$ cat src/rtl/expander_pkg.sv
// Shared types and default timing constants for the SFP expander poll sequencer.
package expander_pkg;

  typedef enum logic [2:0] {
    IDLE,
    WAIT_TIMER,
    WRITE_O,
    RELAX_1,
    READ_I,
    RELAX_2,
    READ_O,
    NEXT_CH
  } state_t;

  typedef enum logic [1:0] {
    LED_OFF   = 2'b00,
    LED_GREEN = 2'b01,
    LED_BLINK = 2'b10,
    LED_AUTO  = 2'b11
  } led_mode_t;

  localparam int DEF_NUM_CH       = 2;
  localparam int DEF_RELAX_TIME   = 1500;
  localparam int DEF_BLINK_PERIOD = 2000;
  localparam int DEF_TIMEOUT      = 100000;

endpackage

$ cat src/rtl/expander_led_drv.sv
// Per-channel LED encoder: maps mode, blink phase and module status to registered green/red bits.
module expander_led_drv
  import expander_pkg::*;
(
  input  logic       clk_50,
  input  logic       rst_n,
  input  logic [1:0] mode,
  input  logic       phase,
  input  logic       prsn,
  input  logic       txflt,
  output logic       gled,
  output logic       rled
);

  logic g_d, r_d;

  always_comb begin
    g_d = 1'b0;
    r_d = 1'b0;
    case (led_mode_t'(mode))
      LED_GREEN: g_d = 1'b1;
      LED_BLINK: begin
        g_d = phase;
        r_d = ~phase;
      end
      LED_AUTO: begin
        // prsn high means no module fitted: keep both LEDs dark
        if (!prsn) begin
          if (txflt) r_d = 1'b1;
          else       g_d = phase;
        end
      end
      default: ;
    endcase
  end

  always_ff @(posedge clk_50 or negedge rst_n) begin
    if (!rst_n) begin
      gled <= 1'b0;
      rled <= 1'b0;
    end else begin
      gled <= g_d;
      rled <= r_d;
    end
  end

endmodule

$ cat src/rtl/expander_poll_seq.sv
// Sweeps enabled expander channels: write outputs, read inputs, read outputs per channel,
// with relax gaps, per-op timeouts and a shared LED blink phase advanced once per sweep.
//
// state      | meaning
// IDLE       | waiting for enable and a nonzero channel mask
// WAIT_TIMER | blink/sweep wait; phase toggles at the halfway count
// WRITE_O    | output-register write requested, waiting for ready rise
// RELAX_1    | idle gap after the write
// READ_I     | input-register read requested, waiting for ready rise
// RELAX_2    | idle gap after the input read
// READ_O     | output-register read requested, waiting for ready rise
// NEXT_CH    | pick next higher enabled channel or finish the sweep
module expander_poll_seq
  import expander_pkg::*;
#(
  parameter int  NUM_CH       = DEF_NUM_CH,
  parameter int  RELAX_TIME   = DEF_RELAX_TIME,
  parameter int  BLINK_PERIOD = DEF_BLINK_PERIOD,
  parameter int  TIMEOUT      = DEF_TIMEOUT,
  localparam int CH_W         = (NUM_CH > 1) ? $clog2(NUM_CH) : 1
) (
  input  logic                clk_50,
  input  logic                rst_n,
  input  logic                enable,
  input  logic [NUM_CH-1:0]   ch_en,
  input  logic [2*NUM_CH-1:0] led_mode,
  input  logic [NUM_CH-1:0]   dev_ready,
  input  logic [NUM_CH-1:0]   sfp_txflt,
  input  logic [NUM_CH-1:0]   sfp_prsn,
  output logic [NUM_CH-1:0]   need_write_reg_o,
  output logic [NUM_CH-1:0]   need_read_reg_i,
  output logic [NUM_CH-1:0]   need_read_reg_o,
  output logic [NUM_CH-1:0]   sfp_gled,
  output logic [NUM_CH-1:0]   sfp_rled,
  output logic [NUM_CH-1:0]   timeout_err,
  output logic [CH_W-1:0]     cur_ch,
  output logic                sweep_done
);

  localparam int          CH_P        = 2 ** CH_W;
  localparam logic [31:0] BLINK_END   = 32'(BLINK_PERIOD);
  localparam logic [31:0] BLINK_HALF  = 32'(BLINK_PERIOD / 2);
  localparam logic [31:0] RELAX_END   = 32'(RELAX_TIME);
  localparam logic [31:0] TIMEOUT_END = 32'(TIMEOUT);

  state_t            state_q, state_d;
  logic [31:0]       cnt_q, cnt_d;
  logic [CH_W-1:0]   cur_ch_d, first_ch, next_ch;
  logic              first_vld, next_vld;
  logic              phase_q, phase_d;
  logic [NUM_CH-1:0] err_d, sel_q, sel_d;
  logic [CH_P-1:0]   rdy_now, rdy_prev;
  logic              rdy_cur, rdy_rise, done_d;

  // padded so a channel index never addresses past the ready vector
  assign rdy_now  = CH_P'(dev_ready);
  assign rdy_cur  = rdy_now[cur_ch];
  assign rdy_rise = rdy_cur & ~rdy_prev[cur_ch];
  assign sel_q    = NUM_CH'(1) << cur_ch;
  assign sel_d    = NUM_CH'(1) << cur_ch_d;

  always_comb begin
    first_ch  = '0;
    first_vld = 1'b0;
    next_ch   = '0;
    next_vld  = 1'b0;
    for (int i = NUM_CH - 1; i >= 0; i--) begin
      if (ch_en[i]) begin
        first_ch  = CH_W'(i);
        first_vld = 1'b1;
      end
      if (ch_en[i] && (i > int'(cur_ch))) begin
        next_ch  = CH_W'(i);
        next_vld = 1'b1;
      end
    end
  end

  always_comb begin
    state_d  = state_q;
    cnt_d    = cnt_q;
    cur_ch_d = cur_ch;
    phase_d  = phase_q;
    err_d    = timeout_err;
    done_d   = 1'b0;
    case (state_q)
      IDLE: begin
        if (enable && first_vld) begin
          state_d  = WAIT_TIMER;
          cur_ch_d = first_ch;
          cnt_d    = '0;
        end
      end
      WAIT_TIMER: begin
        if (cnt_q == BLINK_HALF) phase_d = ~phase_q;
        if ((cnt_q == BLINK_END) && rdy_cur) begin
          state_d = WRITE_O;
          cnt_d   = '0;
        end else if (cnt_q < BLINK_END) begin
          cnt_d = cnt_q + 32'd1;
        end
      end
      WRITE_O, READ_I, READ_O: begin
        // completion is checked first so a ready rise on the timeout count still succeeds
        if (rdy_rise) begin
          cnt_d = '0;
          if (state_q == WRITE_O)     state_d = RELAX_1;
          else if (state_q == READ_I) state_d = RELAX_2;
          else                        state_d = NEXT_CH;
        end else if (cnt_q == TIMEOUT_END) begin
          err_d   = timeout_err | sel_q;
          state_d = NEXT_CH;
          cnt_d   = '0;
        end else begin
          cnt_d = cnt_q + 32'd1;
        end
      end
      RELAX_1, RELAX_2: begin
        if ((cnt_q == RELAX_END) && rdy_cur) begin
          state_d = (state_q == RELAX_1) ? READ_I : READ_O;
          cnt_d   = '0;
        end else if (cnt_q < RELAX_END) begin
          cnt_d = cnt_q + 32'd1;
        end
      end
      NEXT_CH: begin
        cnt_d = '0;
        if (next_vld) begin
          cur_ch_d = next_ch;
          state_d  = WRITE_O;
        end else begin
          done_d  = 1'b1;
          state_d = IDLE;
        end
      end
      default: state_d = IDLE;
    endcase
  end

  always_ff @(posedge clk_50 or negedge rst_n) begin
    if (!rst_n) begin
      state_q          <= IDLE;
      cnt_q            <= '0;
      cur_ch           <= '0;
      phase_q          <= 1'b1;
      timeout_err      <= '0;
      rdy_prev         <= '0;
      sweep_done       <= 1'b0;
      need_write_reg_o <= '0;
      need_read_reg_i  <= '0;
      need_read_reg_o  <= '0;
    end else begin
      state_q          <= state_d;
      cnt_q            <= cnt_d;
      cur_ch           <= cur_ch_d;
      phase_q          <= phase_d;
      timeout_err      <= err_d;
      rdy_prev         <= rdy_now;
      sweep_done       <= done_d;
      need_write_reg_o <= (state_d == WRITE_O && state_q != WRITE_O) ? sel_d : '0;
      need_read_reg_i  <= (state_d == READ_I  && state_q != READ_I)  ? sel_d : '0;
      need_read_reg_o  <= (state_d == READ_O  && state_q != READ_O)  ? sel_d : '0;
    end
  end

  for (genvar g = 0; g < NUM_CH; g++) begin : g_led
    expander_led_drv u_led (
      .clk_50 (clk_50),
      .rst_n  (rst_n),
      .mode   (led_mode[2*g +: 2]),
      .phase  (phase_q),
      .prsn   (sfp_prsn[g]),
      .txflt  (sfp_txflt[g]),
      .gled   (sfp_gled[g]),
      .rled   (sfp_rled[g])
    );
  end

endmodule

$ cat config.mk
export PLATFORM = sky130hd
export DESIGN_NAME = expander_poll_seq
export DESIGN_NICKNAME = d
export VERILOG_FILES = /design/src/rtl/expander_pkg.sv /design/src/rtl/expander_led_drv.sv /design/src/rtl/expander_poll_seq.sv
export SDC_FILE = /design/constraint.sdc
export NUM_CORES = 1
export LEC_CHECK = 0
export CAP_MARGIN = 20
export CELL_PAD_IN_SITES_DETAIL_PLACEMENT = 1
export CELL_PAD_IN_SITES_GLOBAL_PLACEMENT = 1
export CORE_UTILIZATION = 35
export CTS_CLUSTER_DIAMETER = 150
export DETAILED_ROUTE_END_ITERATION = 16
export GPL_TIMING_DRIVEN = 0
export MAX_ROUTING_LAYER = met4
export PLACE_DENSITY_LB_ADDON = 0.1
export SYNTH_ARGS = -nofsm -noshare
export SYNTH_HDL_FRONTEND = slang
export SYNTH_SLANG_ARGS = --single-unit
$ cat constraint.sdc
create_clock -name clk_50 -period 6.37 [get_ports clk_50]
set_input_delay 1.274 -clock clk_50 [delete_from_list [all_inputs] [get_ports clk_50]]
set_output_delay 1.274 -clock clk_50 [all_outputs]
set_load 0.02 [all_outputs]
==> results_dict.tcl, run 1 <==
set metrics [dict create \
    outcome "finished clean" \
    cts.repair.resized 0 \
    root_buffer "clkbuf_8" \
    port_buffers 28 \
    whs_ns 0.481 \
    cts_tree "done" \
    hold_end "timeout_err[0]" \
    worst_r2r_endpoint "cnt_q[9]" \
    setup_tns_ns 0 \
    synth_top_cell_by_area "dfrtp_1" \
    worstHoldStart "timeout_err[0]" \
    cts_hold_buf 0 \
    initial_utilization_pct 36.1 \
    insertion_delay_ns 0.31 \
    grt_max_degree 32 \
    ys_ff_latch 52 \
    multi_input_area_mm2 0.00151 \
    synth_cell_types 51 \
    grt_pass1_vias 2807 \
    fillers 974 \
    synth_nets 349 \
    synth_edf_count 0 \
    period_share_pct 60.1 \
    p_leak_nw 1.37 \
    p_per_area_mw_per_mm2 209 \
    cts.path.max_buffers 2 \
    syn2layout_area_growth_pct 17.6 \
    antenna_cells 0 \
    grt_pass1_wl_um 14500 \
    crit_top_cell "a21oi_1" \
    nets 385 \
    fmax_mhz 261 \
    cp_cell_sequence "clkdlybuf4s50_1 -> mux2i_1 -> or4_1 -> a21oi_1 -> nand3_1 -> clkbuf_1 -> nor2_1 -> buf_2 -> a21oi_1" \
    placed_area_mm2 0.00338 \
    die_area_mm2 0.00881 \
    cp_max_fo 10 \
    totalWireLength_um 8680 \
    cp.arrival_ns 4.02 \
    r2r_start "cnt_q[0]" \
    detailedRoute.firstPassIterationCount 4 \
    clk_pin_slew_ns 0.10 \
    drc 0 \
    slew_headroom_pct 59.9 \
    ir_drop_uv 83.4 \
    r2r_slack_ns 3.05 \
    slowest_delay_ns 0.57 \
    critPathKind "in -> reg" \
    worst_pin_slew_ns 0.602 \
    syn_area_mm2 0.00295 \
    place_congestion 0.824 \
    hold_violations 0 \
    seq_area_frac_synth_pct 44.1 \
    yosys.cell_count.top_type "dfrtp_1" \
    clkSinkCount 52 \
    fin_ws_ns 2.54 \
    antenna_left 0 \
    wl_per_cell_um 18.3 \
    dp_hpwl_um 6290 \
    finalClockSkew_ns 0.0106 \
    synthTopCellsByCount "51 x dfrtp_1, 32 x o21ai_0, 25 x a21oi_1" \
    die_w_um 93.9 \
    synthCells 332 \
    hold_path_depth 1 \
    critPathBufInv 3 \
    cap_violations 0 \
    worstPathRequired_ns 6.56 \
    register_area_mm2 0.00130 \
    setup_viol 0 \
    yosysTopAreaCellShare_pct 43.2 \
    grt_usage_pct 21.7 \
    htreeDepth 2 \
    crit_family "buffers and inverters" \
    die_h_um 93.9 \
    vias_per_cell 5.77 \
    num_rows 33 \
    drive_gt1_share_pct 7.59 \
    worstRegToRegCells 10 \
    end_kind "flop" \
    async_flop_share_pct 100 \
    pin_count 29 \
    drt_iter0_drc 97 \
    detailedPlace.worstSlack_ns 2.25 \
    yosys_warnings 0 \
    post_cts_buffers 0 \
    dr_total_vias 2736 \
    min_period_ns 3.83 \
    core_area_mm2 0.00818 \
    rsz0062_at_grt "no" \
    hp-class "reg -> reg" \
    numCtsBuffers 5 \
    synthTopCellsByArea "dfrtp_1 43%, o21ai_0 5.4%, a21oi_1 4.2%" \
    slew_viol_final 0 \
    start_kind "primary input" \
    ys.flop_type "dfrtp_1" \
    antenna_found_initial 0 \
    grt-ovfl-total 0 \
    fin_area_mm2 0.00347 \
    postSynthAreaPerCell_um2 8.90 \
    final_core_util_pct 42.5 \
    slowest_stage "or4_1" \
]
==> final cells by class <==
class	count	area share (%)
buffer	18	2.74
clock buffer	7	2.48
clock inverter	1	0.216
inverter	13	1.40
multi-input combinational	249	43.4
sequential	52	37.5
tap	105	3.78
timing repair buffer	29	8.50
==> power by group <==
| group | total (mW) | internal, mW | switching [mW] |
|---|---|---|---|
| Sequential | 0.390 | 0.356 | 0.0348 |
| Clock | 0.207 | 0.0888 | 0.118 |
| Combinational | 0.131 | 0.0604 | 0.0702 |
==> metrics by stage <==
| stage | instances | power (mW) |
|---|---|---|
| detailed placement | 466 | 0.527 |
| global route | 474 | 0.770 |
| floorplan | 332 | 0.472 |
| global placement | 465 | 0.522 |
| CTS | 474 | 0.737 |
| finish | 474 | 0.728 |
==> kinds of logic after synthesis <==
group                      count (synthesis)  share of synthesized area, %
AOI/OAI and AO/OA                         90                          18.6
xor gates and xnor gates                   2                         0.593
adders and majority gates                  2                         0.847
buffers and inverters                     31                          4.87
DFF                                       52                          44.1
muxes                                      3                          1.02
and+or+nand+nor                          152                          29.9
==> metal layers <==
| metal | up-vias | wire length (um) | track usage [%] |
|---|---|---|---|
| met1 | 1370 | 4210 | 28.6 |
| li1 | 1311 | - | - |
| met5 | - | 0 | - |
| met3 | 7 | 292 | 2.83 |
| met2 | 48 | 4090 | 35.9 |
| met4 | 0 | 79 | 4.62 |
==> registers in the layout (all words and copies together) (netlist names), 2 cells and up <==
name and flops:
timeout_err 2, rdy_prev 2, g_led.u_led.rled 2, need_write_reg_o 2, g_led.u_led.gled 2, need_read_reg_o 2
cnt_q 32, need_read_reg_i 2, state_q 3
==> worst max path at each step <==
stage	startpoint	endpoint	depth (start not counted)
5_1_grt	dev_ready[1]	cnt_q[31]	8
3_5_place_dp	dev_ready[0]	cnt_q[27]	9
6_report	dev_ready[1]	cnt_q[9]	9
2_1_floorplan	dev_ready[1]	cnt_q[13]	7
4_1_cts	dev_ready[1]	cnt_q[9]	9
3_3_place_gp	dev_ready[1]	cnt_q[31]	8
==> worst register-to-register path: stages (launching register included) <==
cell and delay (ns):
dfrtp_1 0.45, inv_1 0.08, ha_1 0.19, or4bb_1 0.54, or4_1 0.47, o21ai_1 0.27, nand3_1 0.16, clkbuf_1 0.32
nor2_1 0.31, buf_2 0.32, a21oi_1 0.09
==> layout by cell type, fill, tap and decap left out, drive strengths merged, types with 2 or more instances in the layout <==
cell type and count:
or3 19, and3 2, and4 2, nand3b 2, ha 2, o21bai 3, o31ai 6, nand4b 3
nor2 19, nor3 10, clkdlybuf4s50 27, a21o 4, clkbuf 16, buf 11, dfrtp 51, and2 6
nand2b 3, or4 13, a22oi 2, nand3 19, nor3b 3, a22o 5, xor2 2, nand2 21
nand4 13, or2 2, o21ai 35, nor2b 2, or4bb 3, mux2i 3, a31oi 3, inv 13
a21oi 25, nor4 8
Note: power is estimated with default switching activity, not from simulation.
==> inputs of run 2 (changes only) <==
==> constraint.sdc (replaced) <==
create_clock -name clk_50 -period 3.2 [get_ports clk_50]
set_input_delay 0.64 -clock clk_50 [delete_from_list [all_inputs] [get_ports clk_50]]
set_output_delay 0.64 -clock clk_50 [all_outputs]
set_load 0.02 [all_outputs]
==> run 2 against run 1 <==
Against the previous run: clock skew is essentially flat; clock power grew 100%; hold slack lost 0.18 ns; die area is the same; critical endpoint unchanged; largest cell class unchanged.
==> results_dict.tcl, run 2 (synthesis gave the netlist of run 1 again) <==
set metrics [dict create \
    initial_utilization_pct 36.1 \
    numCtsBuffers 5 \
    antenna_found_initial 0 \
    final_cell_mix "51 x dfrtp_1, 32 x o21ai_0, 27 x clkdlybuf4s50_1, 25 x a21oi_1, 21 x nand2_1" \
    worstRegToRegCells 8 \
    syn2layout_area_growth_pct 18.7 \
    antenna_left 0 \
    fin_area_mm2 0.00351 \
    slew_headroom_pct 62.1 \
    cts_hold_buf 0 \
    htreeDepth 2 \
    largest-register "cnt_q" \
    power_mw 1.45 \
    pin_count 29 \
    cp.arrival_ns 3.22 \
    grt_max_degree 32 \
    grt_pass1_wl_um 14500 \
    hp-class "in -> async" \
    port_buffers 28 \
    ir_drop_uv 167 \
    cts_tree "done" \
    clkSinkCount 52 \
    insertion_delay_ns 0.31 \
    r2r_slack_ns 0.16 \
    finalClockSkew_ns 0.0104 \
    die_h_um 93.9 \
    wl_met1_um 4190 \
    top_layer "met4" \
    antenna_cells 0 \
    detailedRoute.firstPassIterationCount 4 \
    final_common_cell "dfrtp_1" \
    vias_per_cell 5.76 \
    critPathKind "reg -> reg" \
    root_buffer "clkbuf_8" \
    outcome "finished clean" \
    end_kind "flop" \
    cap_violations 0 \
    cts.path.max_buffers 2 \
    nets 387 \
    grt-ovfl-total 0 \
    largestRegisters "cnt_q x32, state_q x3" \
    drc 0 \
    hold_violations 0 \
    grt_usage_pct 21.7 \
    detailedPlace.worstSlack_ns -0.283 \
    drive_gt1_share_pct 9.16 \
    r2r_start "cnt_q[19]" \
    core_area_mm2 0.00818 \
    whs_ns 0.304 \
    instances_no_fill 476 \
    wl_met2_um 4120 \
    worst_pin_slew_ns 0.564 \
    min_period_ns 3.04 \
    dp_cells 466 \
    met3WireLength_um 286 \
    period_share_pct 95.1 \
    p_leak_nw 1.38 \
    die_area_mm2 0.00881 \
    slew_viol_final 0 \
    num_rows 33 \
    fin_ws_ns 0.157 \
    place_congestion 0.824 \
    fmax_mhz 329 \
    dr_total_vias 2742 \
    placed_area_mm2 0.00338 \
    totalWireLength_um 8670 \
    dp_hpwl_um 6290 \
    drt_iter0_drc 97 \
    clk_pin_slew_ns 0.10 \
    critPathLaunch "cnt_q[19]" \
    largest_register_ffs 32 \
    setup_viol 0 \
    grt_pass1_vias 2813 \
    wl_per_cell_um 18.2 \
    worstPathRequired_ns 3.38 \
    rsz0062_at_grt "no" \
    cp_max_fo 10 \
    p_per_area_mw_per_mm2 414 \
    worst_r2r_endpoint "cnt_q[9]" \
    die_w_um 93.9 \
    crit_path_end "cnt_q[9]" \
    start_kind "flop" \
]
## run 2: cell count changes in the layout (fill, tap and decap cells not counted), sizes merged
cell | previous run | this run
buf | 11 | 12
clkbuf | 16 | 17
## run 2: worst min-delay path by stage
stage | to | slack (ns) | cells after the start
detailed placement | timeout_err[0] | 0.46 | 1
global route | need_write_reg_o[1] | 0.33 | 1
global placement | timeout_err[1] | 0.46 | 1
CTS | need_write_reg_o[1] | 0.32 | 1
floorplan | cnt_q[0] | 0.34 | 0
finish | need_write_reg_o[1] | 0.30 | 1
## run 2: area by class of cell
type	instances	area (um2)
buffer	18	101
multi-input combinational	249	1520
clock buffer	7	86.3
clock inverter	1	7.51
tap	105	131
timing repair buffer	31	310
inverter	13	48.8
fill	972	4670
sequential	52	1300
## run 2: metrics by stage
step	util, %	TNS (ns)
finish	42.9	0
global route	42.9	0
CTS	42.5	0
detailed placement	41.4	-6.52
global placement	41.2	-17.07
floorplan	-	0
## run 2: what timing repair did
item,4_1_cts,5_1_grt
buffers inserted,0,2
setup endpoints to repair,20,22
pin swaps,0,1
gates resized for setup,2,5
## run 2: metal layers
layer  vias up  GRT usage (%)
met5         -              -
met4         0           4.87
met3         5           2.83
met2        45           35.6
met1      1372           28.7
li1       1320              -
## run 2: report_power, final
part,total (mW),internal (mW),switching [mW]
Combinational,0.261,0.120,0.140
Clock,0.413,0.177,0.236
Sequential,0.777,0.708,0.0692
Total,1.45,1.00,0.445
## run 2: worst max-delay path: stages, from the launching register on
cell      delay (ns)
dfrtp_1         0.46
or4_1           0.54
or4_4           0.60
o21ai_4         0.28
nand3_2         0.16
buf_6           0.18
clkbuf_1        0.25
o31ai_1         0.32
a21oi_1         0.11
